File: src/rtl/mem_port_arbiter_pkg.sv
// Shared types and defaults for the two-port memory arbiter.
// State encoding, default latency and counter helpers.
package mem_port_arbiter_pkg;

  localparam int LAT_DEF = 2;
  localparam int W_DEF   = 32;
  localparam int CNT_W   = 4;

  typedef enum logic [1:0] {
    ST_IDLE = 2'b00,
    ST_BUSY = 2'b01,
    ST_DONE = 2'b10
  } state_t;

  typedef enum logic {
    PORT0 = 1'b0,
    PORT1 = 1'b1
  } port_t;

  function automatic logic [CNT_W-1:0] lat_cnt(input int lat);
    return CNT_W'(lat);
  endfunction

endpackage

File: src/rtl/mem_port_arbiter_if.sv
// Bus bundle between two requesters, the arbiter and the shared memory.
// master = requesters plus memory model, slave = arbiter.
interface mem_port_arbiter_if
  import mem_port_arbiter_pkg::*;
#(
  parameter int W = W_DEF
) ();

  logic         req0;
  logic         req1;
  logic         we0;
  logic         we1;
  logic [W-1:0] addr0;
  logic [W-1:0] addr1;
  logic [W-1:0] wdata0;
  logic [W-1:0] wdata1;
  logic         gnt0;
  logic         gnt1;
  logic         done0;
  logic         done1;
  logic [W-1:0] rdata;
  logic         mem_en;
  logic         mem_we;
  logic [W-1:0] mem_addr;
  logic [W-1:0] mem_wdata;
  logic [W-1:0] mem_rdata;

  modport master (
    output req0, req1, we0, we1,
    output addr0, addr1, wdata0, wdata1,
    input  gnt0, gnt1, done0, done1, rdata,
    input  mem_en, mem_we, mem_addr, mem_wdata,
    output mem_rdata
  );

  modport slave (
    input  req0, req1, we0, we1,
    input  addr0, addr1, wdata0, wdata1,
    output gnt0, gnt1, done0, done1, rdata,
    output mem_en, mem_we, mem_addr, mem_wdata,
    input  mem_rdata
  );

endinterface

File: src/rtl/mem_port_arbiter_rr_pick2.sv
// Two-way winner select. Ties alternate on last grant, or always
// go to port 1 when MEM_ARB_DPRIO_EN is defined.
module rr_pick2
  import mem_port_arbiter_pkg::*;
(
  input  logic  i_req0,
  input  logic  i_req1,
  input  port_t i_last,
  output logic  o_valid,
  output port_t o_win
);

  port_t w_tie;

`ifdef MEM_ARB_DPRIO_EN
  logic w_unused_last;
  assign w_unused_last = i_last;
  assign w_tie = PORT1;
`else
  assign w_tie = (i_last == PORT1) ? PORT0 : PORT1;
`endif

  always_comb begin
    o_valid = i_req0 | i_req1;
    o_win   = PORT0;
    unique case (1'b1)
      (i_req0 & i_req1):  o_win = w_tie;
      (i_req0 & ~i_req1): o_win = PORT0;
      (~i_req0 & i_req1): o_win = PORT1;
      default:            o_win = PORT0;
    endcase
  end

endmodule

File: src/rtl/mem_port_arbiter.sv
// Two-port arbiter for one fixed-latency memory: IDLE -> BUSY -> DONE.
// MEM_ARB_DPRIO_EN selects fixed data-port priority on ties.
module mem_port_arbiter
  import mem_port_arbiter_pkg::*;
#(
  parameter int LAT = LAT_DEF,
  parameter int W   = W_DEF
) (
  input logic              clk,
  input logic              rst,
  mem_port_arbiter_if.slave bus
);

  localparam logic [CNT_W-1:0] LAT_C = lat_cnt(LAT);

  state_t           r_state;
  state_t           w_state_nx;
  logic [CNT_W-1:0] r_cnt;
  port_t            r_last;
  port_t            r_win;
  logic             r_we;
  logic [W-1:0]     r_addr;
  logic [W-1:0]     r_wdata;
  logic [W-1:0]     r_rdata;

  logic  w_pick_v;
  port_t w_pick;
  logic  w_go;
  logic  w_first;
  logic  w_last_busy;

  rr_pick2 u_pick (
    .i_req0  (bus.req0),
    .i_req1  (bus.req1),
    .i_last  (r_last),
    .o_valid (w_pick_v),
    .o_win   (w_pick)
  );

  assign w_first     = (r_state == ST_BUSY) && (r_cnt == LAT_C);
  assign w_last_busy = (r_state == ST_BUSY) && (r_cnt == '0);

  always_comb begin
    w_state_nx = r_state;
    w_go       = 1'b0;
    case (r_state)
      ST_IDLE: begin
        // rst gates the grant so nothing pulses while held in reset
        if (w_pick_v && !rst) begin
          w_go       = 1'b1;
          w_state_nx = ST_BUSY;
        end
      end
      ST_BUSY: begin
        if (r_cnt == '0) w_state_nx = ST_DONE;
      end
      ST_DONE: w_state_nx = ST_IDLE;
      default: w_state_nx = ST_IDLE;
    endcase
  end

  always_ff @(posedge clk or posedge rst) begin
    if (rst) begin
      r_state <= ST_IDLE;
    end else begin
      r_state <= w_state_nx;
    end
  end

  always_ff @(posedge clk or posedge rst) begin
    if (rst) begin
      r_cnt   <= '0;
      r_last  <= PORT1;
      r_win   <= PORT0;
      r_we    <= 1'b0;
      r_addr  <= '0;
      r_wdata <= '0;
      r_rdata <= '0;
    end else begin
      if (w_go) begin
        r_cnt  <= LAT_C;
        r_last <= w_pick;
        r_win  <= w_pick;
        if (w_pick == PORT1) begin
          r_we    <= bus.we1;
          r_addr  <= bus.addr1;
          r_wdata <= bus.wdata1;
        end else begin
          r_we    <= bus.we0;
          r_addr  <= bus.addr0;
          r_wdata <= bus.wdata0;
        end
      end else if ((r_state == ST_BUSY) && (r_cnt != '0)) begin
        r_cnt <= r_cnt - 1'b1;
      end
      if (w_last_busy) begin
        r_rdata <= r_we ? '0 : bus.mem_rdata;
      end
    end
  end

  assign bus.gnt0 = w_go && (w_pick == PORT0);
  assign bus.gnt1 = w_go && (w_pick == PORT1);

  assign bus.done0 = (r_state == ST_DONE) && (r_win == PORT0);
  assign bus.done1 = (r_state == ST_DONE) && (r_win == PORT1);
  assign bus.rdata = r_rdata;

  assign bus.mem_en    = w_first;
  assign bus.mem_we    = w_first & r_we;
  assign bus.mem_addr  = w_first ? r_addr : '0;
  assign bus.mem_wdata = w_first ? r_wdata : '0;

endmodule

File: src/flat_wrapper.sv
// flat-port wrapper written by rule: the top's interface ports become plain ports
module mem_port_arbiter_flat import mem_port_arbiter_pkg::*;
#(
  parameter int LAT = LAT_DEF,
  parameter int W   = W_DEF
)
  (clk, rst, bus_req0, bus_req1, bus_we0, bus_we1, bus_addr0, bus_addr1, bus_wdata0, bus_wdata1, bus_gnt0, bus_gnt1, bus_done0, bus_done1, bus_rdata, bus_mem_en, bus_mem_we, bus_mem_addr, bus_mem_wdata, bus_mem_rdata);
  mem_port_arbiter_if #(.W(W)) bus_i ();
  input logic clk;
  input logic rst;
  input wire logic [$bits(bus_i.req0)-1:0] bus_req0;
  input wire logic [$bits(bus_i.req1)-1:0] bus_req1;
  input wire logic [$bits(bus_i.we0)-1:0] bus_we0;
  input wire logic [$bits(bus_i.we1)-1:0] bus_we1;
  input wire logic [$bits(bus_i.addr0)-1:0] bus_addr0;
  input wire logic [$bits(bus_i.addr1)-1:0] bus_addr1;
  input wire logic [$bits(bus_i.wdata0)-1:0] bus_wdata0;
  input wire logic [$bits(bus_i.wdata1)-1:0] bus_wdata1;
  output wire logic [$bits(bus_i.gnt0)-1:0] bus_gnt0;
  output wire logic [$bits(bus_i.gnt1)-1:0] bus_gnt1;
  output wire logic [$bits(bus_i.done0)-1:0] bus_done0;
  output wire logic [$bits(bus_i.done1)-1:0] bus_done1;
  output wire logic [$bits(bus_i.rdata)-1:0] bus_rdata;
  output wire logic [$bits(bus_i.mem_en)-1:0] bus_mem_en;
  output wire logic [$bits(bus_i.mem_we)-1:0] bus_mem_we;
  output wire logic [$bits(bus_i.mem_addr)-1:0] bus_mem_addr;
  output wire logic [$bits(bus_i.mem_wdata)-1:0] bus_mem_wdata;
  input wire logic [$bits(bus_i.mem_rdata)-1:0] bus_mem_rdata;
  assign bus_i.req0 = bus_req0;
  assign bus_i.req1 = bus_req1;
  assign bus_i.we0 = bus_we0;
  assign bus_i.we1 = bus_we1;
  assign bus_i.addr0 = bus_addr0;
  assign bus_i.addr1 = bus_addr1;
  assign bus_i.wdata0 = bus_wdata0;
  assign bus_i.wdata1 = bus_wdata1;
  assign bus_gnt0 = bus_i.gnt0;
  assign bus_gnt1 = bus_i.gnt1;
  assign bus_done0 = bus_i.done0;
  assign bus_done1 = bus_i.done1;
  assign bus_rdata = bus_i.rdata;
  assign bus_mem_en = bus_i.mem_en;
  assign bus_mem_we = bus_i.mem_we;
  assign bus_mem_addr = bus_i.mem_addr;
  assign bus_mem_wdata = bus_i.mem_wdata;
  assign bus_i.mem_rdata = bus_mem_rdata;
  mem_port_arbiter #(.LAT(LAT), .W(W)) u_core (.clk(clk), .rst(rst), .bus(bus_i));
endmodule
File: config.mk
export PLATFORM = sky130hd
export DESIGN_NAME = mem_port_arbiter_flat
export DESIGN_NICKNAME = d
export VERILOG_FILES = /design/src/rtl/mem_port_arbiter_pkg.sv /design/src/rtl/mem_port_arbiter_if.sv /design/src/rtl/mem_port_arbiter_rr_pick2.sv /design/src/rtl/mem_port_arbiter.sv /design/src/flat_wrapper.sv
export SDC_FILE = /design/constraint.sdc
export NUM_CORES = 1
export LEC_CHECK = 0
export ABC_AREA = 1
export CAP_MARGIN = 20
export CORE_AREA = 5 5 101 150
export CTS_CLUSTER_DIAMETER = 100
export DETAILED_ROUTE_END_ITERATION = 10
export DIE_AREA = 0 0 106 155
export GPL_ROUTABILITY_DRIVEN = 1
export PLACE_DENSITY = 0.8
export SKIP_LAST_GASP = 1
export SYNTH_ARGS = -nofsm -noshare
export SYNTH_HDL_FRONTEND = slang
export SYNTH_SLANG_ARGS = --single-unit
File: constraint.sdc
create_clock -name clk -period 9.6 [get_ports clk]
set_clock_uncertainty 0.05 [all_clocks]
set_input_delay 2.88 -clock clk [delete_from_list [all_inputs] [get_ports clk]]
set_output_delay 2.88 -clock clk [all_outputs]
set_load 0.005 [all_outputs]
==> impl_results.md <==
* Status: completed
* Rows at 53
* R2R Setup Slk at 7.17 ns
* Drt pass-1 iters at 4
* DRT Wirelength at 16500 um
* Post-Synthesis Cell Area at 0.00550 mm2
* Core Region at 0.0138 mm2
* FFs w/ async S/R, synth at 100%
* EDFF count, synth at 0
* Hpwl dp at 12200 um
* Final net count at 1164
* Largest net degree at the start of global routing at 104
* Crit path launch type: input port
* Crit path buffers/inverters at 3
* Worst path cell trace: clkdlybuf4s50_1 -> inv_4 -> nand3_2 -> nor2_1 -> clkdlybuf4s50_1
* Wire per inst at 14.2 um
* Pwr/cell area at 255 mW/mm2
* Die area at 0.0164 mm2
* Die Width at 106 um
* Total congestion overflow at 0
* Critical path origin: rst
* HP Class: flip-flop to flip-flop
* Total track usage at 19.4%
* Cell mode on critical path: clkdlybuf4s50_1
* CP required at 6.67 ns
* Initial drt markers at 287
* Max Clock Freq at 130 MHz
* Area Growth Syn to Fin at 53.1%
* Hold Slack at 0.432 ns
* Synth unique cells at 21
* Max-capacitance violation count at 0
* Reg2Reg Depth at 5
* CP Capture Type: primary output
* Peak VDD IR at 0.115 mV
* Post-CTS setup buffer count at 0
* Dominant synthesized flop cell: dfrtp_1
* Sequential fraction of the synthesis area at 47.8%
* Critical Setup Path Class: input port to primary output
* DRC Markers at 0
* Cell taking the most area after synthesis: dfrtp_1
* Critical path depth at 5
* Fin crit period at 7.71 ns
* DR vias/cell at 4.62
* YS warnings at 0
* Maximum level of the CTS H-tree at 3
* Final setup TNS at 0 ns
* Cell family with most CP delay: buffers and inverters
* CP max FO at 37
* CP peak stage delay at 0.57 ns
* Max-slew violations at 0
* Share of cells above drive strength 1 at 5.01%
* Vias in the first global route at 5032
* I/O pin count at 268
* Syn_nets at 925
* Via count at 5378
* Initial antenna violation count at 0
* Endpoints failing hold at 0
* CTS Hold Bufs at 0
* Clk pin slew, worst setup/hold paths at 0.07 ns
* Filler Cell Count at 1244
* Rel. slew slack at 38.0%
* Max stage delay cell, worst path: clkdlybuf4s50_1
* HP Start: u_core.bus.rdata[24]
* Clock Path Buffers at 2
* Worst-Margin Slew at 0.929 ns
* Num CTS Buffers at 9
* RePlAce Congestion at 0.837
* I/O Buffers at 267
* Top cells by area, synth: dfrtp_1 47%, nand2_1 23%, inv_1 5.2%
* WP data arrival at 4.78 ns
* Count of final setup violators at 0
* CTS tree: done
* Register bit total from synthesis at 105
* Critical Path Sink: bus_gnt0
* Crit share post-route at 80.3%
* Post-Synthesis Cells at 757
* Root Buffer: clkbuf_16
* Starting Density at 39.9%
* Reg-to-Reg Start: u_core.r_state[0]
* Clock sinks at 105
* Syn avg cell area at 7.27 um2
* Antenna cells at 0
* Leak at 4.01 nW
* Crit Reg-Reg Endpoint: u_core.r_wdata[12]
* Antenna Nets Post-Route at 0
* Register area at 0.00263 mm2
* Area occupied by multi-input gates at 0.00223 mm2
* Die height at 155 um
* Post-CTS sizing at 0
* Share of the synthesized area in the top cell type at 47.3%
* First-pass GRT wire length at 25400 um
* RSZ-0062 raised after global routing: false
* Later-pin clock latency in the skew report at 0.33 ns
[layout make-up]
cell class                      count  area share, %
Inverter                           80           3.61
Tap cell                          165           2.45
Timing Repair Buffer              274           32.4
Clock buffer                        9           2.67
Multi-Input combinational cell    526           26.5
Sequential cell                   105           31.2
Clock inverter                      5           1.23
[power breakdown]
part           internal, mW  switching (mW)  total, mW
clock                 0.253           0.158      0.411
sequential            0.654          0.0765      0.730
combinational         0.481           0.525       1.01
total                  1.39           0.760       2.15
[metrics by stage]
stage	area, um2	instances	worst slack, ns	power [mW]	utilization, %
final	8420	1164	1.89	2.15	61.1
after global routing	8420	1164	1.67	2.32	61.1
after CTS	8420	1164	1.80	2.18	61.1
after detailed placement	8090	1150	1.80	1.76	58.7
after global placement	8090	1150	1.82	1.74	58.7
after floorplan	5500	757	0.914	1.30	-
[worst reg2reg max path, cell delays in order, from the launching register on]
cell      delay (ns)
dfrtp_1         0.42
nor2_1          0.15
nand3_2         0.24
clkinv_2        0.38
buf_4           0.77
o21ai_0         0.26
[worst min path at each step]
stage                      endpoint  slack (ns)  cells after the start
2_1_floorplan         u_core.r_last        0.42                      2
3_3_place_gp   u_core.bus.rdata[22]        0.41                      2
3_5_place_dp   u_core.bus.rdata[17]        0.42                      2
4_1_cts        u_core.bus.rdata[17]        0.44                      2
5_1_grt        u_core.bus.rdata[22]        0.45                      2
6_report       u_core.bus.rdata[24]        0.43                      2
[flip-flops by register name, summed over array words and instances (netlist names)]
register,count
u_core.r_win,1
u_core.r_last,1
u_core.bus.rdata,32
u_core.r_state,2
u_core.r_we,1
u_core.r_addr,32
u_core.r_cnt,4
u_core.r_wdata,32
[routing by layer]
metal / share of wire (%) / track usage, %
met1: 40 / 23.1
met5: 0 / 0
met4: 2.8 / 7.53
met3: 5.9 / 4.32
met2: 51 / 33.9
[cells in the mapped netlist (3+ instances only)]
master	n
a21oi_1	3
buf_2	10
buf_4	9
buf_6	18
clkbuf_1	9
dfrtp_1	104
inv_1	76
inv_2	3
nand2_1	339
nand3_1	7
nor2_1	70
o21ai_0	38
o21ai_1	41
o21ai_2	20
[logic make-up after synthesis]
group	Yosys count	share of synthesized area, %
compound gates	102	10.6
fa+ha+maj	2	0.455
buf+inv	126	11.9
flops	105	47.8
simple gates	422	29.2
[placed cells by master, fill, tap and decap left out]
cell type	Yosys	routed
clkbuf_16	0	9
inv_1	76	75
bufinv_16	0	3
inv_4	0	1
a21oi_1	3	3
nor2_1	70	70
nand3_2	1	3
nand2_2	1	1
o21ai_2	20	20
o21ai_1	41	41
inv_2	3	2
nor3_1	2	2
dfrtp_1	104	104
o21ai_0	38	38
nand3_1	7	5
clkinv_1	1	1
ha_1	2	2
inv_6	0	1
dfstp_2	1	1
clkdlybuf4s50_1	0	267
buf_4	9	7
nand2_1	339	339
clkinv_2	0	2
nand4_1	2	2
No activity file was read; power rests on OpenSTA's default activity.
